### config.mk
export PLATFORM = sky130hd
export DESIGN_NAME = mmu_sequencer
export DESIGN_NICKNAME = d
export VERILOG_FILES = /design/src/rtl/mmu_sequencer.sv
export SDC_FILE = /design/constraint.sdc
export NUM_CORES = 1
export LEC_CHECK = 0
export BUFFER_PORTS_ARGS = -buffer_cell sky130_fd_sc_hd__buf_2
export CORE_AREA = 5 5 98 100
export DETAILED_ROUTE_END_ITERATION = 16
export DIE_AREA = 0 0 103 105
export GPL_TIMING_DRIVEN = 0
export PLACE_DENSITY = 0.83
export SYNTH_ARGS = -nofsm -noshare
export SYNTH_HDL_FRONTEND = slang
export SYNTH_SLANG_ARGS = --single-unit
### constraint.sdc
create_clock -name clk -period 8 [get_ports clk]
set_input_delay 1.6 -clock clk [delete_from_list [all_inputs] [get_ports clk]]
set_output_delay 1.6 -clock clk [all_outputs]
set_load 0.02 [all_outputs]
### src/rtl/mmu_sequencer.sv
// Job sequencer for the systolic array: loads a weight tile, streams data rows and
// issues output writes delayed by the array pipeline latency.
module mmu_sequencer #(
    parameter int unsigned WIDTH_HEIGHT = 16,
    parameter int unsigned ADDR_WIDTH   = 8,
    parameter int unsigned PIPE_LAT     = 33
) (
    input  logic                  clk,
    input  logic                  reset,
    input  logic                  start,
    input  logic [ADDR_WIDTH-1:0] base_addr_weight,
    input  logic [ADDR_WIDTH-1:0] base_addr_data,
    input  logic [ADDR_WIDTH-1:0] base_addr_output,
    input  logic [ADDR_WIDTH-1:0] num_rows,
    output logic                  busy,
    output logic                  done,
    output logic                  weight_rd_en,
    output logic [ADDR_WIDTH-1:0] weight_rd_addr,
    output logic                  weight_shift_en,
    output logic                  weight_latch,
    output logic                  data_rd_en,
    output logic [ADDR_WIDTH-1:0] data_rd_addr,
    output logic                  out_wr_en,
    output logic [ADDR_WIDTH-1:0] out_wr_addr
);

    typedef enum logic [2:0] {StIdle, StLoadW, StLatch, StStream, StDrain, StFin} state_e;

    localparam logic [ADDR_WIDTH-1:0] WLast = ADDR_WIDTH'(WIDTH_HEIGHT - 1);

    state_e                state_q, state_d;
    logic [ADDR_WIDTH-1:0] cnt_q, cnt_d;
    logic [ADDR_WIDTH-1:0] wr_cnt_q, wr_cnt_d;
    logic [ADDR_WIDTH-1:0] num_rows_q, num_rows_d;
    logic [ADDR_WIDTH-1:0] base_data_q, base_data_d;
    logic [ADDR_WIDTH-1:0] weight_rd_addr_q, weight_rd_addr_d;
    logic [ADDR_WIDTH-1:0] data_rd_addr_q, data_rd_addr_d;
    logic [ADDR_WIDTH-1:0] out_wr_addr_q, out_wr_addr_d;
    logic [PIPE_LAT-1:0]   pipe_q, pipe_d;
    logic                  weight_shift_en_q, weight_shift_en_d;
    logic                  weight_latch_q, weight_latch_d;
    logic [ADDR_WIDTH-1:0] rows_last;

    always_comb begin
        state_d           = state_q;
        cnt_d             = cnt_q;
        wr_cnt_d          = wr_cnt_q;
        num_rows_d        = num_rows_q;
        base_data_d       = base_data_q;
        weight_rd_addr_d  = weight_rd_addr_q;
        data_rd_addr_d    = data_rd_addr_q;
        out_wr_addr_d     = out_wr_addr_q;

        weight_rd_en      = (state_q == StLoadW);
        data_rd_en        = (state_q == StStream);
        done              = (state_q == StFin);
        busy              = (state_q != StIdle) && (state_q != StFin);
        out_wr_en         = pipe_q[PIPE_LAT-1];
        rows_last         = num_rows_q - 1'b1;

        pipe_d            = (pipe_q << 1) | PIPE_LAT'(data_rd_en);
        weight_shift_en_d = weight_rd_en;
        weight_latch_d    = (state_q == StLatch);

        // Final write holds its address so it stays stable once the enable drops.
        if (out_wr_en && (wr_cnt_q != rows_last)) begin
            wr_cnt_d      = wr_cnt_q + 1'b1;
            out_wr_addr_d = out_wr_addr_q + 1'b1;
        end

        unique case (state_q)
            StIdle: begin
                if (start) begin
                    state_d          = StLoadW;
                    cnt_d            = '0;
                    wr_cnt_d         = '0;
                    num_rows_d       = num_rows;
                    base_data_d      = base_addr_data;
                    weight_rd_addr_d = base_addr_weight + WLast;
                    out_wr_addr_d    = base_addr_output;
                end
            end
            StLoadW: begin
                if (cnt_q == WLast) begin
                    state_d = StLatch;
                    cnt_d   = '0;
                end else begin
                    cnt_d            = cnt_q + 1'b1;
                    weight_rd_addr_d = weight_rd_addr_q - 1'b1;
                end
            end
            StLatch: begin
                if (num_rows_q == '0) begin
                    state_d = StFin;
                end else begin
                    state_d        = StStream;
                    cnt_d          = '0;
                    data_rd_addr_d = base_data_q;
                end
            end
            StStream: begin
                if (cnt_q == rows_last) begin
                    state_d = StDrain;
                end else begin
                    cnt_d          = cnt_q + 1'b1;
                    data_rd_addr_d = data_rd_addr_q + 1'b1;
                end
            end
            StDrain: begin
                if (out_wr_en && (wr_cnt_q == rows_last)) begin
                    state_d = StFin;
                end
            end
            StFin: begin
                state_d = StIdle;
            end
            default: begin
                state_d = StIdle;
            end
        endcase
    end

    assign weight_rd_addr  = weight_rd_addr_q;
    assign data_rd_addr    = data_rd_addr_q;
    assign out_wr_addr     = out_wr_addr_q;
    assign weight_shift_en = weight_shift_en_q;
    assign weight_latch    = weight_latch_q;

    always_ff @(posedge clk) begin
        if (reset) begin
            state_q           <= StIdle;
            cnt_q             <= '0;
            wr_cnt_q          <= '0;
            num_rows_q        <= '0;
            base_data_q       <= '0;
            weight_rd_addr_q  <= '0;
            data_rd_addr_q    <= '0;
            out_wr_addr_q     <= '0;
            pipe_q            <= '0;
            weight_shift_en_q <= 1'b0;
            weight_latch_q    <= 1'b0;
        end else begin
            state_q           <= state_d;
            cnt_q             <= cnt_d;
            wr_cnt_q          <= wr_cnt_d;
            num_rows_q        <= num_rows_d;
            base_data_q       <= base_data_d;
            weight_rd_addr_q  <= weight_rd_addr_d;
            data_rd_addr_q    <= data_rd_addr_d;
            out_wr_addr_q     <= out_wr_addr_d;
            pipe_q            <= pipe_d;
            weight_shift_en_q <= weight_shift_en_d;
            weight_latch_q    <= weight_latch_d;
        end
    end

endmodule
==> qor.txt, run 1 <==
post-cts resize count -> 0
Syn Inst Count -> 546
first-pass GRT wire length -> 18810 µm
Net count, final -> 664
Max-Cap Viols -> 0
Crit. Startpoint -> state_q[0]$_SDFFE_PP0P_
crit path DAT -> 2.21 ns
Post-synth EDFFs -> 0
1st-iter DRT viols -> 299
# port buffers -> 64
Core Area -> 0.008593 mm²
Max clock buf depth -> 2
Synth Net Count -> 589
crit-path max FO -> 10
Final period util -> 47.68%
fin crit period -> 3.815 ns
hold buffers post-CTS -> 0
distinct cell type count of the synthesized netlist -> 61
Final Hold Fails -> 0
postcts setup bufs -> 0
Cell Chain, Critical Path -> clkbuf_1, clkbuf_1, nor2b_1, or3_1, buf_2
setup TNS -> 0 ns
predominant post-synthesis flop cell -> dfxtp_1
Seq/Total Area, Yosys -> 41.23%
Final Wtd Congestion -> 0.8985
cell-internal power -> 0.6731 mW
vias per inst -> 5.794
status -> finished, final reports clean
initial core utilization -> 53.12%
Reg power frac -> 50.5%
die width -> 103 µm
I/O pin total -> 66
Critical Path Most Common Cell -> clkbuf_1
Clk pwr share -> 31.4%
CTS tree -> done
DP Area -> 0.005020 mm²
Crit. End Element -> output pin
antenna cell count -> 0
leak pwr -> 2.026 nW
max incr delay on CP -> 0.44 ns
synthesized area -> 0.004564 mm²
Worst setup SP type -> flop
cts bufs inserted -> 9
max-slew violation count -> 0
vias in the first global route -> 3981
Total Routing Usage GR -> 21.62%
largest net degree at the start of global routing -> 20
CTS root buffer -> clkbuf_8
routed len/inst -> 15.91 µm
r2r worst-path depth -> 10
Area Growth Syn to Fin -> 14.28%
Setup-failing EPs final -> 0
CP Data Required Time -> 6.40 ns
Slew HR -> 12.05%
FFs w/ async S/R, synth -> 0%
hpwl dp -> 8513 µm
fill count -> 769
layout cells sized above 1 -> 16.29%
RSZ-0062 raised after global routing -> no
post-route insts no fill -> 734
# rows -> 34
Skew-Pair Late Insertion Delay -> 0.38 ns
worst reg2reg path startpoint -> num_rows_q[0]$_SDFFE_PP0P_
Antenna Nets Post-Route -> 0
CTS clk-pin slew, worst paths -> 0.10 ns
Design Area, Final -> 0.005216 mm²
Clock Skews -> 0.004855 ns
pwr/cell area -> 190.2 mW/mm²
Warnings, synthesis -> 0
TritonRoute pass-1 iters -> 7
FF-to-FF End -> cnt_q[7]$_SDFFE_PP0P_
die height -> 105 µm
Sw Ratio -> 32.15%
synthesized flop and latch total -> 94
crit path kind -> flop to output pin
crit path to -> busy
initial antenna violation count -> 0
Syn Area/Cell -> 8.360 µm²
htree depth -> 3
Placed Cells -> 718
total chip power -> 0.9920 mW
Worst R2R Setup Slack -> 4.82 ns
NetSw -> 0.3189 mW
Peak VDD IR -> 88.36 µV
DRC errors left -> 0
Comb pwr share -> 18.1%
WL final -> 11680 µm
Slowest-stage cell, CP -> clkbuf_1
Worst-Margin Slew -> 1.301 ns
total die area -> 0.01082 mm²
f_max -> 0.2622 GHz
total congestion overflow -> 0
via count -> 4253
CTS sink cnt -> 94
Hold Path Class -> flop to flop
cell families (layout without fill, tap and decap cells):
group                      Yosys count  count (layout)  synth area share, %
muxes                                4               4               0.9046
and+or+nand+nor                    236             236                27.60
xor gates and xnor gates            30              30                6.716
buffers and inverters               48             128                4.166
DFF                                 94              94                41.23
AOI/OAI and AO/OA                  126             126                17.19
adders and majority gates            8               8                2.193
cells in the final DEF, fill, tap and decap left out, drive strengths merged, types with 8 or more instances in the layout:
cell	netlist	routed
clkbuf	29	38
nor2b	43	43
nor3	12	12
dfxtp	94	94
o21ai	27	27
nand3	18	18
nor4	9	9
xnor2	16	16
xor2	11	11
nor2	36	36
or4	8	8
nand2	66	66
a211oi	8	8
a21oi	48	48
ha	8	8
or3	11	11
inv	12	16
buf	7	71
o31ai	10	10
power groups by stage:
stage	clock network, mW	registers (mW)	logic [mW]
3_3_place_gp	0	0.511	0.170
5_1_grt	0.335	0.504	0.196
2_1_floorplan	0	0.519	0.115
3_5_place_dp	0	0.511	0.175
6_report	0.311	0.501	0.179
4_1_cts	0.316	0.501	0.177
worst min-delay path by stage:
stage | from | endpoint | slack, ns | depth (start not counted)
2_1_floorplan | pipe_q[9]$_SDFF_PP0_ | pipe_q[10]$_SDFF_PP0_ | 0.41 | 1
3_3_place_gp | pipe_q[2]$_SDFF_PP0_ | pipe_q[3]$_SDFF_PP0_ | 0.42 | 1
3_5_place_dp | pipe_q[5]$_SDFF_PP0_ | pipe_q[6]$_SDFF_PP0_ | 0.42 | 1
4_1_cts | pipe_q[5]$_SDFF_PP0_ | pipe_q[6]$_SDFF_PP0_ | 0.45 | 1
5_1_grt | pipe_q[29]$_SDFF_PP0_ | pipe_q[30]$_SDFF_PP0_ | 0.46 | 1
6_report | pipe_q[0]$_SDFF_PP0_ | pipe_q[1]$_SDFF_PP0_ | 0.44 | 1
worst max-delay path: cells and delay by family, from the launching register on:
kind                   cells  cell delay [ns]
buffers and inverters      3             0.99
flip-flops                 1             0.41
AND/OR/NAND/NOR            2             0.44
cells in the mapped netlist (all sizes together) (9+ instances only):
master | count | share of area [%]
o21ai | 27 | 3.0
dfxtp | 94 | 41
inv | 12 | 0.99
nor3 | 12 | 1.3
xor2 | 11 | 2.1
o31ai | 10 | 1.6
nor2b | 43 | 5.9
nor4 | 9 | 2.0
xnor2 | 16 | 3.1
nand3 | 18 | 2.0
or3 | 11 | 1.5
nand2 | 66 | 5.4
clkbuf | 29 | 2.4
nor2 | 36 | 3.0
a21oi | 48 | 5.3
final cells by class:
cell class / instances / area (µm²) / share of cell area [%]
plain buffers: 36 / 145.1 / 2.782
clock inverters: 7 / 72.57 / 1.391
flip-flops and latches: 94 / 1882 / 36.08
repair buffers: 64 / 320.3 / 6.141
well taps: 108 / 135.1 / 2.591
multi-input cells: 404 / 2492 / 47.78
inverters: 12 / 45.04 / 0.8635
clock buffers: 9 / 123.9 / 2.375
metrics by stage:
step / setup WS (ns) / hold WS [ns] / utilization [%]
4_1_cts: 4.244 / 0.4486 / 60.70
2_1_floorplan: 5.082 / 0.4138 / -
3_3_place_gp: 4.408 / 0.4196 / 58.42
5_1_grt: 4.099 / 0.4649 / 60.70
6_report: 4.186 / 0.4448 / 60.70
3_5_place_dp: 4.381 / 0.4242 / 58.42
registers in the layout, summed over array words and instances, names as in the netlist, 8 cells and up:
signal and count:
pipe_q 33, data_rd_addr 8, base_data_q 8, out_wr_addr 8
wr_cnt_q 8, cnt_q 8, num_rows_q 8, weight_rd_addr 8
routing by layer:
| metal | GRT usage [%] | vias up | wire length (µm) |
|---|---|---|---|
| met5 | 0 | - | 0 |
| met4 | 8.603 | 0 | 322 |
| met3 | 3.864 | 29 | 692 |
| met2 | 35.70 | 161 | 5656 |
| met1 | 27.63 | 2003 | 5004 |
| li1 | - | 2060 | - |
(Power assumes the default switching activity.)
==> run 2: changes to the inputs <==
--- a/config.mk
+++ b/config.mk
@@ -6,9 +6,9 @@
 export NUM_CORES = 1
 export LEC_CHECK = 0
 export BUFFER_PORTS_ARGS = -buffer_cell sky130_fd_sc_hd__buf_2
-export CORE_AREA = 5 5 98 100
+export CORE_AREA = 5 5 100 102
 export DETAILED_ROUTE_END_ITERATION = 16
-export DIE_AREA = 0 0 103 105
+export DIE_AREA = 0 0 105 107
 export GPL_TIMING_DRIVEN = 0
 export PLACE_DENSITY = 0.83
 export SYNTH_ARGS = -nofsm -noshare
==> constraint.sdc (replaced) <==
create_clock -name clk -period 3.2 [get_ports clk]
set_input_delay 0.64 -clock clk [delete_from_list [all_inputs] [get_ports clk]]
set_output_delay 0.64 -clock clk [all_outputs]
set_load 0.02 [all_outputs]
==> qor.txt, run 2 (same netlist as run 1, synthesis figures left out) <==
status -> finished, final reports clean
max incr delay on CP -> 0.59 ns
leak pwr -> 2.037 nW
Cell Chain, Critical Path -> buf_2, inv_1, ha_1, xnor2_1, xnor2_1, or4_4, nor4_4, a311o_1, or4_1, a21oi_1
crit path DAT -> 3.21 ns
hpwl dp -> 8292 µm
Net count, final -> 665
Slew HR -> 9.399%
Final period util -> 92.33%
die height -> 107 µm
vias in the first global route -> 3958
Total Routing Usage GR -> 20.52%
routed len/inst -> 15.33 µm
first-pass GRT wire length -> 19070 µm
Core Area -> 0.009021 mm²
Final Wtd Congestion -> 0.9641
Hold Path Class -> flop to flop
hold buffers post-CTS -> 0
Worst setup SP type -> flop
Critical Path Most Common Cell -> xnor2_1
Peak VDD IR -> 250.7 µV
via count -> 4220
wire length on met1 -> 5001 µm
total die area -> 0.01124 mm²
initial core utilization -> 50.60%
fill count -> 806
CTS sink cnt -> 94
Crit path buffers/inverters -> 2
CTS tree -> done
Met3 Routed Length -> 697 µm
layout cells sized above 1 -> 16.43%
antenna cell count -> 0
crit path kind -> flop to flop
Worst-Margin Slew -> 1.340 ns
Crit. End Element -> flop
I/O pin total -> 66
CP Data Required Time -> 3.45 ns
vias per inst -> 5.718
Antenna Nets Post-Route -> 0
max FFs per register -> 33
RSZ-0062 raised after global routing -> no
DRC errors left -> 0
die width -> 105 µm
htree depth -> 3
initial antenna violation count -> 0
Area Growth Syn to Fin -> 15.02%
met2 routed WL -> 5405 µm
Clock Skews -> 0.01588 ns
Slowest-stage cell, CP -> or4_4
Final Hold Fails -> 0
fin crit period -> 2.955 ns
Final Util -> 58.20%
Max clock buf depth -> 2
most common cell after layout, fill and taps aside -> dfxtp_1
Skew-Pair Late Insertion Delay -> 0.39 ns
max-slew violation count -> 0
Hold Worst Slack -> 0.4358 ns
Max-Cap Viols -> 0
cts bufs inserted -> 9
WL final -> 11310 µm
crit-path max FO -> 8
largest net degree at the start of global routing -> 20
most frequent cells in the layout -> dfxtp_1, buf_2, nand2_1, a21oi_1, nor2b_1
# rows -> 35
top layer reached by signal wires -> met4
pwr/cell area -> 475.7 mW/mm²
CTS root buffer -> clkbuf_8
total congestion overflow -> 0
CP top delay family -> simple AND/OR/NAND/NOR gates
1st-iter DRT viols -> 295
Biggest register -> pipe_q
Setup-failing EPs final -> 0
f_max -> 0.3384 GHz
TritonRoute pass-1 iters -> 5
# port buffers -> 64
setup TNS -> 0 ns
CTS clk-pin slew, worst paths -> 0.11 ns
==> run 2: area by class of cell <==
class                           instances  area [µm²]  share of cell area (%)
Timing Repair Buffer                   65       327.8                   6.244
Sequential cell                        94        1882                   35.84
Buffer                                 36       145.1                   2.765
Tap cell                              111       138.9                   2.645
Multi-Input combinational cell        404        2515                   47.90
Inverter                               12       45.04                  0.8580
Clock inverter                          7       72.57                   1.382
Clock buffer                            9       123.9                   2.359
==> run 2: metrics by stage <==
stage	cell area, µm²	power (mW)	setup slack (ns)	instances
3_3_place_gp	5024	1.701	0.2084	721
4_1_cts	5220	2.492	0.1163	737
6_report	5250	2.498	0.2453	738
5_1_grt	5250	2.598	0.01463	738
2_1_floorplan	4564	1.586	0.5375	546
3_5_place_dp	5024	1.714	0.1457	721
==> run 2: timing repair <==
item	CTS	global route
buffers inserted	0	1
gates resized for setup	0	3
hold endpoints to repair	0	0
endpoints found under the setup margin	0	20
==> run 2: per-layer routing <==
| layer | vias to the layer above | global-route usage, % |
|---|---|---|
| met5 | - | 0 |
| met3 | 19 | 3.974 |
| met4 | 0 | 7.397 |
| li1 | 2056 | - |
| met2 | 157 | 33.23 |
| met1 | 1988 | 27.27 |
==> run 2: worst paths after layout <==
path | start | cells past startpoint | slack (ns) | endpoint
max | num_rows_q[0]$_SDFFE_PP0P_ | 10 | 0.25 | cnt_q[7]$_SDFFE_PP0P_
min | pipe_q[30]$_SDFF_PP0_ | 1 | 0.44 | pipe_q[31]$_SDFF_PP0_
max reg2reg | num_rows_q[0]$_SDFFE_PP0P_ | 10 | 0.25 | cnt_q[7]$_SDFFE_PP0P_
min reg2reg | pipe_q[30]$_SDFF_PP0_ | 1 | 0.44 | pipe_q[31]$_SDFF_PP0_
==> run 2: power breakdown <==
part	leakage (nW)	internal [mW]	total (mW)	switching, mW
Combinational	1.18	0.170	0.448	0.278
Sequential	0.764	1.21	1.25	0.0436
Clock	0.0970	0.307	0.797	0.490
Total	2.04	1.69	2.50	0.812
==> run 3: changes to the inputs <==
--- a/config.mk
+++ b/config.mk
@@ -7,10 +7,11 @@
 export LEC_CHECK = 0
 export BUFFER_PORTS_ARGS = -buffer_cell sky130_fd_sc_hd__buf_2
 export CORE_AREA = 5 5 100 102
+export CTS_CLUSTER_DIAMETER = 50
 export DETAILED_ROUTE_END_ITERATION = 16
 export DIE_AREA = 0 0 105 107
 export GPL_TIMING_DRIVEN = 0
-export PLACE_DENSITY = 0.83
+export PLACE_DENSITY_LB_ADDON = 0.25
 export SYNTH_ARGS = -nofsm -noshare
 export SYNTH_HDL_FRONTEND = slang
 export SYNTH_SLANG_ARGS = --single-unit
==> qor.txt, run 3 (same netlist as run 1, synthesis figures left out) <==
cell-internal power -> 1.741 mW
Design Area, Final -> 0.005243 mm²
Area Growth Syn to Fin -> 14.86%
crit-path max FO -> 10
CTS tree -> done
initial core utilization -> 50.60%
Slew HR -> 17.96%
NetSw -> 0.7581 mW
Total Routing Usage GR -> 20.51%
hpwl dp -> 8605 µm
Biggest register -> pipe_q
CTS clk-pin slew, worst paths -> 0.10 ns
max-slew violation count -> 0
die width -> 105 µm
DRC errors left -> 0
Peak VDD IR -> 262.2 µV
Worst setup SP type -> flop
Crit path buffers/inverters -> 3
Reg power frac -> 50.1%
Worst-Margin Slew -> 1.213 ns
Antenna Nets Post-Route -> 0
fill count -> 807
hold buffers post-CTS -> 0
Net count, final -> 665
Slowest-stage cell, CP -> or4_4
WL final -> 11580 µm
RSZ-0062 raised after global routing -> yes
Max clock buf depth -> 2
Cell Chain, Critical Path -> buf_2, inv_1, ha_1, xnor2_1, xnor2_1, or4_4, nor4_4, a31o_1, buf_2, or3_1, a31oi_1
Clk pwr share -> 31.8%
I/O pin total -> 66
layout cells sized above 1 -> 16.45%
Final Hold Fails -> 0
status -> finished, final reports clean
f_max -> 0.3298 GHz
setup TNS -> 0 ns
Final Util -> 58.11%
total congestion overflow -> 0
Seq. cell area -> 0.001882 mm²
Clock Skews -> 0.01444 ns
most frequent cells in the layout -> dfxtp_1, buf_2, nand2_1, a21oi_1, nor2b_1
die height -> 107 µm
routed len/inst -> 15.71 µm
fin crit period -> 3.032 ns
largest net degree at the start of global routing -> 17
Hold Path Class -> flop to flop
CTS sink cnt -> 94
DP Area -> 0.005024 mm²
Comb pwr share -> 18.2%
most common cell after layout, fill and taps aside -> dfxtp_1
max incr delay on CP -> 0.58 ns
initial antenna violation count -> 0
leak pwr -> 2.024 nW
vias per inst -> 5.707
Setup-failing EPs final -> 0
pwr/cell area -> 476.7 mW/mm²
Crit. End Element -> flop
CP Data Required Time -> 3.43 ns
total die area -> 0.01124 mm²
Core Area -> 0.009021 mm²
via count -> 4206
1st-iter DRT viols -> 211
vias in the first global route -> 3992
Sw Ratio -> 30.33%
crit path kind -> flop to flop
crit path DAT -> 3.26 ns
htree depth -> 3
area of the multi-input gates -> 0.002509 mm²
TritonRoute pass-1 iters -> 5
cts bufs inserted -> 9
Final Wtd Congestion -> 0.9256
Place WS -> 0.05749 ns
max FFs per register -> 33
Max-Cap Viols -> 0
Final period util -> 94.75%
antenna cell count -> 0
# port buffers -> 64
Skew-Pair Late Insertion Delay -> 0.37 ns
# rows -> 35
first-pass GRT wire length -> 19120 µm
final worst setup slack -> 0.1680 ns
CTS root buffer -> clkbuf_8
CP top delay family -> simple AND/OR/NAND/NOR gates
## run 3: stage by stage
step / hold slack [ns] / total power [mW] / std cells
2_1_floorplan: 0.4138 / 1.586 / 546
3_3_place_gp: 0.4160 / 1.708 / 721
3_5_place_dp: 0.4220 / 1.720 / 721
4_1_cts: 0.4437 / 2.501 / 736
5_1_grt: 0.4574 / 2.622 / 737
6_report: 0.4368 / 2.499 / 737
## run 3: power by group through the flow
stage	Sequential, mW	Clock, mW	Combinational [mW]
finish	1.25	0.794	0.454
floorplan	1.30	0	0.288
global placement	1.28	0	0.431
CTS	1.25	0.807	0.443
detailed placement	1.28	0	0.442
global route	1.26	0.861	0.502
## run 3: layout make-up
class	count	share of cell area (%)
multi-input combinational	404	47.85
sequential	94	35.89
timing repair buffer	65	6.253
buffer	36	2.768
tap	111	2.649
clock buffer	9	2.363
clock inverter	6	1.360
inverter	12	0.8592
## run 3: worst paths after layout
path	depth (start not counted)	startpoint	slack, ns	to
worst max register to register	11	num_rows_q[0]$_SDFFE_PP0P_	0.17	cnt_q[2]$_SDFFE_PP0P_
worst min-delay path	1	pipe_q[17]$_SDFF_PP0_	0.44	pipe_q[18]$_SDFF_PP0_
worst min register to register	1	pipe_q[17]$_SDFF_PP0_	0.44	pipe_q[18]$_SDFF_PP0_
worst max-delay path	11	num_rows_q[0]$_SDFFE_PP0P_	0.17	cnt_q[2]$_SDFFE_PP0P_
## run 3: timing repair
| action | 4_1_cts | 5_1_grt |
|---|---|---|
| buffers inserted | 0 | 1 |
| resized for setup | 0 | 3 |
| endpoints found under the setup margin | 0 | 19 |
## run 3: metal layers
| layer | vias to the layer above | track usage [%] | routed length, µm |
|---|---|---|---|
| met2 | 149 | 32.28 | 5264 |
| met3 | 25 | 3.974 | 672 |
| met1 | 1969 | 27.45 | 5282 |
| li1 | 2063 | - | - |
| met4 | 0 | 8.767 | 357 |
| met5 | - | 0 | 0 |
